[src/rtl/dmem_arb_pkg.sv]
// Shared definitions for the two-requester data-memory arbiter.
package dmem_arb_pkg;

    typedef enum logic [1:0] {
        IDLE = 2'd0,
        G0   = 2'd1,
        G1   = 2'd2
    } arb_state_e;

    localparam int NUM_REQ = 2;
    localparam int DEF_AW  = 8;
    localparam int DEF_DW  = 8;

endpackage

[src/rtl/dmem_arbiter.sv]
// Round-robin arbiter with bounded burst lock, muxing a core and a loader
// onto a single-port data memory with a registered read-data return.
module dmem_arbiter
    import dmem_arb_pkg::*;
#(
    parameter int MAX_LOCK = 16,
    parameter int AW       = DEF_AW,
    parameter int DW       = DEF_DW
) (
    input  logic               Clk,
    input  logic               Reset,
    input  logic [NUM_REQ-1:0] Req,
    input  logic [NUM_REQ-1:0] We,
    input  logic [NUM_REQ-1:0] Lock,
    input  logic [AW-1:0]      Addr0,
    input  logic [AW-1:0]      Addr1,
    input  logic [DW-1:0]      WData0,
    input  logic [DW-1:0]      WData1,
    output logic [NUM_REQ-1:0] Gnt,
    output logic [NUM_REQ-1:0] RdValid,
    output logic [DW-1:0]      RData,
    output logic               MemWriteEn,
    output logic [AW-1:0]      MemAddress,
    output logic [DW-1:0]      MemDataIn,
    input  logic [DW-1:0]      MemDataOut
);

    localparam int CW = $clog2(MAX_LOCK + 1);
    localparam logic [CW-1:0] CNT_MAX = CW'(MAX_LOCK);

    arb_state_e          state_q, state_d;
    logic                rr_q, rr_d;
    logic [CW-1:0]       lock_cnt_q, lock_cnt_d;
    logic [NUM_REQ-1:0]  rdvalid_q, rdvalid_d;
    logic [DW-1:0]       rdata_q, rdata_d;

    logic pick;
    logic sel;
    logic granted;
    logic cur_req;
    logic cur_we;
    logic cur_lock;
    logic other_req;
    logic access;

    // Requester chosen from IDLE; RR only breaks a tie.
    always_comb begin
        pick = Req[1];
        if (Req == 2'b11) begin
            pick = rr_q;
        end
    end

    assign sel       = (state_q == G1);
    assign granted   = (state_q != IDLE);
    assign cur_req   = Req[sel];
    assign cur_we    = We[sel];
    assign cur_lock  = Lock[sel];
    assign other_req = Req[~sel];
    assign access    = granted & cur_req;

    always_comb begin
        state_d    = state_q;
        rr_d       = rr_q;
        lock_cnt_d = lock_cnt_q;
        case (state_q)
            IDLE: begin
                if (|Req) begin
                    state_d = pick ? G1 : G0;
                end
            end
            G0, G1: begin
                if (cur_req && cur_lock && (lock_cnt_q < CNT_MAX)) begin
                    lock_cnt_d = lock_cnt_q + 1'b1;
                end else if (other_req) begin
                    state_d    = sel ? G0 : G1;
                    lock_cnt_d = '0;
                    rr_d       = sel;
                end else if (cur_req) begin
                    // Sole requester keeps the grant; a held lock stays saturated.
                    lock_cnt_d = cur_lock ? lock_cnt_q : '0;
                end else begin
                    state_d    = IDLE;
                    lock_cnt_d = '0;
                end
            end
            default: begin
                state_d    = IDLE;
                lock_cnt_d = '0;
            end
        endcase
    end

    always_comb begin
        rdvalid_d = '0;
        rdata_d   = rdata_q;
        if (access && !cur_we) begin
            rdata_d   = MemDataOut;
            rdvalid_d = sel ? 2'b10 : 2'b01;
        end
    end

    always_ff @(posedge Clk) begin
        if (!Reset) begin
            state_q    <= IDLE;
            rr_q       <= 1'b0;
            lock_cnt_q <= '0;
            rdvalid_q  <= '0;
            rdata_q    <= '0;
        end else begin
            state_q    <= state_d;
            rr_q       <= rr_d;
            lock_cnt_q <= lock_cnt_d;
            rdvalid_q  <= rdvalid_d;
            rdata_q    <= rdata_d;
        end
    end

    // Reset gates the write strobe so an in-flight grant never commits.
    assign MemWriteEn = access & cur_we & Reset;
    assign MemAddress = granted ? (sel ? Addr1 : Addr0) : '0;
    assign MemDataIn  = granted ? (sel ? WData1 : WData0) : '0;

    assign Gnt     = {state_q == G1, state_q == G0};
    assign RdValid = rdvalid_q;
    assign RData   = rdata_q;

endmodule

[config.mk]
export PLATFORM = sky130hd
export DESIGN_NAME = dmem_arbiter
export DESIGN_NICKNAME = d
export VERILOG_FILES = /design/src/rtl/dmem_arb_pkg.sv /design/src/rtl/dmem_arbiter.sv
export SDC_FILE = /design/constraint.sdc
export NUM_CORES = 1
export LEC_CHECK = 0
export CAP_MARGIN = 20
export CORE_MARGIN = 1
export CORE_UTILIZATION = 40
export DETAILED_ROUTE_END_ITERATION = 6
export PLACE_DENSITY = 0.86
export SYNTH_ARGS = -nofsm -noshare
export SYNTH_HDL_FRONTEND = slang
export SYNTH_SLANG_ARGS = --single-unit
[constraint.sdc]
create_clock -name Clk -period 5.65 [get_ports Clk]
set_input_delay 0.8475 -clock Clk [delete_from_list [all_inputs] [get_ports Clk]]
set_output_delay 0.8475 -clock Clk [all_outputs]
set_load 0.01 [all_outputs]
# After elaboration in Yosys (flattened, before gate mapping)
# Index checks and enable logic that the tools add are counted.
[word_totals]
reg_bits = 18
input_bits = 48
output_inout_bits = 29
elab_cells = 60
[op_classes]
n_addsub = 1
order_cmp = 3
eq_ne = 7
mux = 26
bitwise = 6
n_reduce_logical = 12
[op_table]
columns = ["operator", "n"]
rows = [
  ["two-way mux 8 bit", 4],
  ["two-way mux 5 bit", 4],
  ["two-way mux 2 bit", 7],
  ["case mux 5 bit (2 select lines)", 1],
  ["two-way mux 1 bit", 9],
  ["AND reduction 3 bit", 2],
  ["adder 5 x 1 -> 5 bit (second input constant)", 1],
  ["less-than comparator 5 bit (second input constant)", 1],
  ["inequality test 5 bit (second input constant)", 1],
  ["equality test 2 bit (second input constant)", 2],
  ["less-than comparator 1 x 2 -> 1 bit (second input constant)", 2],
  ["inequality test 2 bit (second input constant)", 2],
  ["case mux 2 bit (2 select lines)", 1],
  ["AND reduction 2 bit", 2],
  ["OR reduction 2 bit", 2],
  ["AND 1 bit", 3],
  ["logical AND 1 bit", 3],
  ["inequality test 3 bit (second input constant)", 1],
  ["NOT 1 bit", 3],
  ["equality test 2 x 1 -> 1 bit (second input constant)", 1],
  ["logical NOT 2 bit", 1],
  ["nonzero test 2 bit", 1],
  ["logical NOT 1 bit", 1],
]

# Depth between registers and ports, before layout
[depth]
depth_word = 8
mapped_depth = 8
ltp_nobuf = 6

# Least setup slack after synthesis
# OpenSTA, ideal clock, no wires.
[synth_path]
path_type = "register to output"
from = "register state_q[0]"
to = "output port MemAddress[5]"
arrival_ns = 1.489
required_time_ns = 4.803
path_slack_ns = 3.313
path_stages_with_launch = 8
path_buffers = 3
cell_sequence = "dfxtp_1 -> inv_1 -> ha_1 -> buf_6 -> buf_2 -> buf_2 -> mux2i_1 -> nor2_1"
[synth_via]
elab_chain_len = 3
word_cells_on_any_way = 4
classes_between = "eq/ne: 1; mux: 2; reduce/logical: 1"
[synth_lines]
columns = ["element", "line", "source"]
rows = [
  ["start, declared", "dmem_arbiter.sv:31", "arb_state_e state_q, state_d;"],
  ["start signal, assigned", "dmem_arbiter.sv:111", "state_q <= state_d;"],
  ["equality test 2 bit", "dmem_arbiter.sv:54", "assign sel = (state_q == G1);"],
  ["named net sel", "dmem_arbiter.sv:38", "logic sel;"],
  ["two-way mux 8 bit (2 in series)", "dmem_arbiter.sv:121", "assign MemAddress = granted ? (sel ? Addr1 : Addr0) : '0;"],
  ["end, declared", "dmem_arbiter.sv:23", "output logic [AW-1:0] MemAddress,"],
]
# The timed path passes the listed nets, and every way through them passes these cells.

# Final worst setup path
[layout_path]
from = "input port Reset"
to = "output port MemWriteEn"
[layout_via]
elab_chain_len = 1
[layout_lines]
columns = ["element", "line", "source"]
rows = [
  ["start, declared", "dmem_arbiter.sv:11", "input logic Reset,"],
  ["AND 1 bit", "dmem_arbiter.sv:120", "assign MemWriteEn = access & cur_we & Reset;"],
  ["end, declared", "dmem_arbiter.sv:22", "output logic MemWriteEn,"],
]
# No other way between the ends.

==> summary.txt <==
Die
  • Starting Density: 43.4%
  • Cell Rows: 19
  • Area of the core: 0.00285 mm2
  • Die W: 57.6 um
  • Die area: 0.00332 mm2
  • Die extent in y: 57.6 um
  • Num ports: 77

Setup path
  • R2r startpoint: state_q[0]$_SDFFE_PN0P_
  • Required time of the critical path: 4.80 ns
  • Worst R2R End: lock_cnt_q[4]$_SDFFE_PN0P_
  • Worst r2r path cells: 7
  • Top cell by count, worst path: clkdlybuf4s50_1
  • Largest delay share family, worst path: buffers and inverters
  • CP Launch Type: input port
  • Critical path class: input port to output pin
  • CP bufs+invs: 3
  • Critical-path maximum fanout: 12
  • Slowest Stage Delay on Critical Path: 0.71 ns
  • Critical Path AT: 2.96 ns
  • Setup crit end kind: output pin
  • Crit path cell chain: clkdlybuf4s50_1 -> inv_1 -> or3_1 -> nor2_1 -> clkdlybuf4s50_1
  • R2R Setup Slk: 3.20 ns
  • Worst path slowest cell: clkdlybuf4s50_1

Timing
  • Final WS setup: 1.85 ns
  • Slew HR: 38.4%
  • Worst Max-Slew Pin Slew: 0.923 ns
  • Worst hold slack: 0.487 ns
  • Layout Skew: 0.00404 ns
  • Setup Viol. Count Final: 0
  • TNS Setup: 0 ns
  • Final Critical Period: 3.80 ns
  • Final hold vios: 0
  • Maximum clock frequency: 263 MHz
  • Fin. max-slew vios: 0
  • RSZ-0062 raised after global routing: no
  • Crit share post-route: 67.3%

Global routing
  • Global-route usage over all layers: 21.5%
  • Met3 Usage GRT: 5.36%
  • GR Util met2: 42.7%
  • Largest net degree at the start of global routing: 27
  • Grt total ovfl: 0
  • Antenna violations before repair: 0
  • GR peak layer: met2
  • M1 GR Usage: 22.4%
  • First-pass GRT wire length: 5600 um
  • Vias in the first global route: 1,296

Run status
  • Outcome: finished, violations left
  • Violated checks: design-rule violations

Worst hold path
  • Min-Delay Endpoint: lock_cnt_q[0]$_SDFFE_PN0P_
  • HP Class: flip-flop to flip-flop
  • Min-delay src: lock_cnt_q[0]$_SDFFE_PN0P_
  • Worst hold path cell count: 1

Detailed routing
  • DR iter-0 viols: 54
  • DRT Pass-1 Iters: 6
  • Wire per inst: 14.3 um
  • Remaining antenna violation count: 0
  • Via Count: 1,319
  • Via density: 5.34
  • Routed WL: 3520 um
  • DRC Markers: 4

Power
  • Net Sw Frac: 40.9%
  • Power per cell area: 328 mW/mm2
  • Combinational Power Share: 66.3%
  • Clock share of power: 9.3%
  • Int Power: 392 uW
  • Sequential share of power: 24.5%
  • Worst VDD drop: 0.208 mV
  • Pleak: 0.752 nW
  • Switch Pwr: 271 uW

Synthesis
  • Synth Cell Area: 0.00124 mm2
  • Syn Inst Count: 144
  • Register bit total from synthesis: 18
  • Most frequent cell after synthesis: mux2i_1
  • Yosys warnings: 0
  • Number of synthesized flops with an enable pin: 0
  • Post-Syn Area per Cell: 8.59 um2
  • Synth Flop Type: dfxtp_1
  • Seq/Total Area, Yosys: 29.1%
  • Top cell type's share of synthesized area: 29.1%
  • Cell accounting for the most synthesized area: dfxtp_1
  • Synth top area cells: dfxtp_1 29%, mux2i_1 24%, nor2_1 8.8%, ha_1 6.1%, a2111oi_4 2.2%
  • Post-synth top cells: 30 x mux2i_1, 29 x nor2_1, 18 x dfxtp_1, 6 x ha_1, 6 x inv_1
  • Syn nets: 198
  • Async S/R FF share, synth: 0%
  • Yosys cell types: 33

Clock network
  • Maximum clock path buffer count: 2
  • H-tree depth: 1
  • Cts hold-fix bufs: 0
  • Root Driver: clkbuf_4
  • Clk Latency, worst-skew pair: 0.29 ns
  • TritonCTS Sinks: 18
  • Post-cts resize count: 0
  • CTS tree: done
  • # Post-CTS Setup Buffers: 0
  • Clock transition at path regs: 0.10 ns
  • TritonCTS Buffers: 3

Finish
  • Post-Layout Cell Count: 247
  • Fin area: 0.00203 mm2
  • Area delta synth->final: 63.7%
  • NumNets Final: 272
  • Area taken by multi-input logic gates: 806 um2
  • Diodes inserted: 0
  • FILL cells: 237
  • Sequential Area: 360 um2
  • Layout cells sized above 1: 4.63%

Place
  • RD Place Congestion: 0.781
  • Pre-CTS WS: 1.89 ns
  • I/O Buffers: 76
  • Hpwl dp: 2760 um
  • Area after DPL: 0.00200 mm2
  • Cell count after placement: 244

Flow run
  • Maxcap violations: 0
==> sequential cells by signal (all words and copies together), names as in the netlist <==
signal,count
state_q,2
RData,8
RdValid,2
rr_q,1
lock_cnt_q,5
==> how the worst max path moves through the flow <==
stage	startpoint	end	slack, ns	cells past startpoint
2_1_floorplan	Req[1]	MemWriteEn	3.31	3
3_3_place_gp	Reset	MemWriteEn	1.95	5
3_5_place_dp	Reset	MemWriteEn	1.89	5
4_1_cts	Reset	MemWriteEn	1.89	5
5_1_grt	Reset	MemWriteEn	1.75	5
6_report	Reset	MemWriteEn	1.85	5
==> per-layer routing <==
| metal | part of all wire (%) | routed length (um) |
|---|---|---|
| met4 | 0.37 | 13 |
| met5 | 0 | 0 |
| met2 | 55 | 1940 |
| met3 | 4.7 | 164 |
| met1 | 40 | 1400 |
==> power groups by stage <==
| stage | combinational, mW | clock (mW) | sequential [mW] |
|---|---|---|---|
| after detailed placement | 0.440 | 0 | 0.165 |
| after CTS | 0.442 | 0.0628 | 0.162 |
| after floorplan | 0.257 | 0 | 0.165 |
| after global placement | 0.425 | 0 | 0.163 |
| final | 0.440 | 0.0614 | 0.162 |
| after global routing | 0.472 | 0.0700 | 0.164 |
==> worst register-to-register path: stages, from the launching register on <==
cell,delay (ns)
dfxtp_1,0.36
inv_1,0.11
ha_1,0.15
buf_4,0.34
mux2i_1,0.23
nor4_1,0.70
nand4_1,0.21
a221oi_2,0.26
==> placed cells by master, fill, tap and decap left out, drive strengths merged <==
cell and n:
clkdlybuf4s50 76, mux2i 30, nor2 30, dfxtp 18, inv 6, ha 6, nand2 5, nand3 5
nor3b 3, nand4b 3, nor3 3, o21ai 3, nand4 3, clkbuf 3, nand2b 2, a21oi 2
o211ai 2, and3 2, buf 2, or3 1, nor4 1, or4b 1, a2111oi 1, o22ai 1
and2 1, a21boi 1, nor2b 1, o211a 1, o21a 1, o221a 1, a221oi 1
==> per-stage QoR <==
stage / power [mW] / util (%)
after floorplan: 0.422 / -
after global placement: 0.588 / 70.2
after detailed placement: 0.605 / 70.2
after CTS: 0.666 / 71.0
after global routing: 0.706 / 71.0
final: 0.664 / 71.0
==> logic make-up after synthesis <==
family	after synthesis	share of synthesized area, %
multiplexers	30	24.3
flip-flops	18	29.1
AO/OA/AOI/OAI	14	10.1
buffers and inverters	15	5.76
adder cells (fa/ha/maj)	6	6.07
AND/OR/NAND/NOR	61	24.7
==> cell type report <==
cell class,instances,share of cell area (%)
Tap cell,31,1.91
Sequential cell,18,17.8
Clock buffer,3,1.11
Inverter,6,1.11
Multi-Input combinational cell,111,39.8
Timing Repair Buffer,78,38.3
Power figures use the tool's default switching activity.
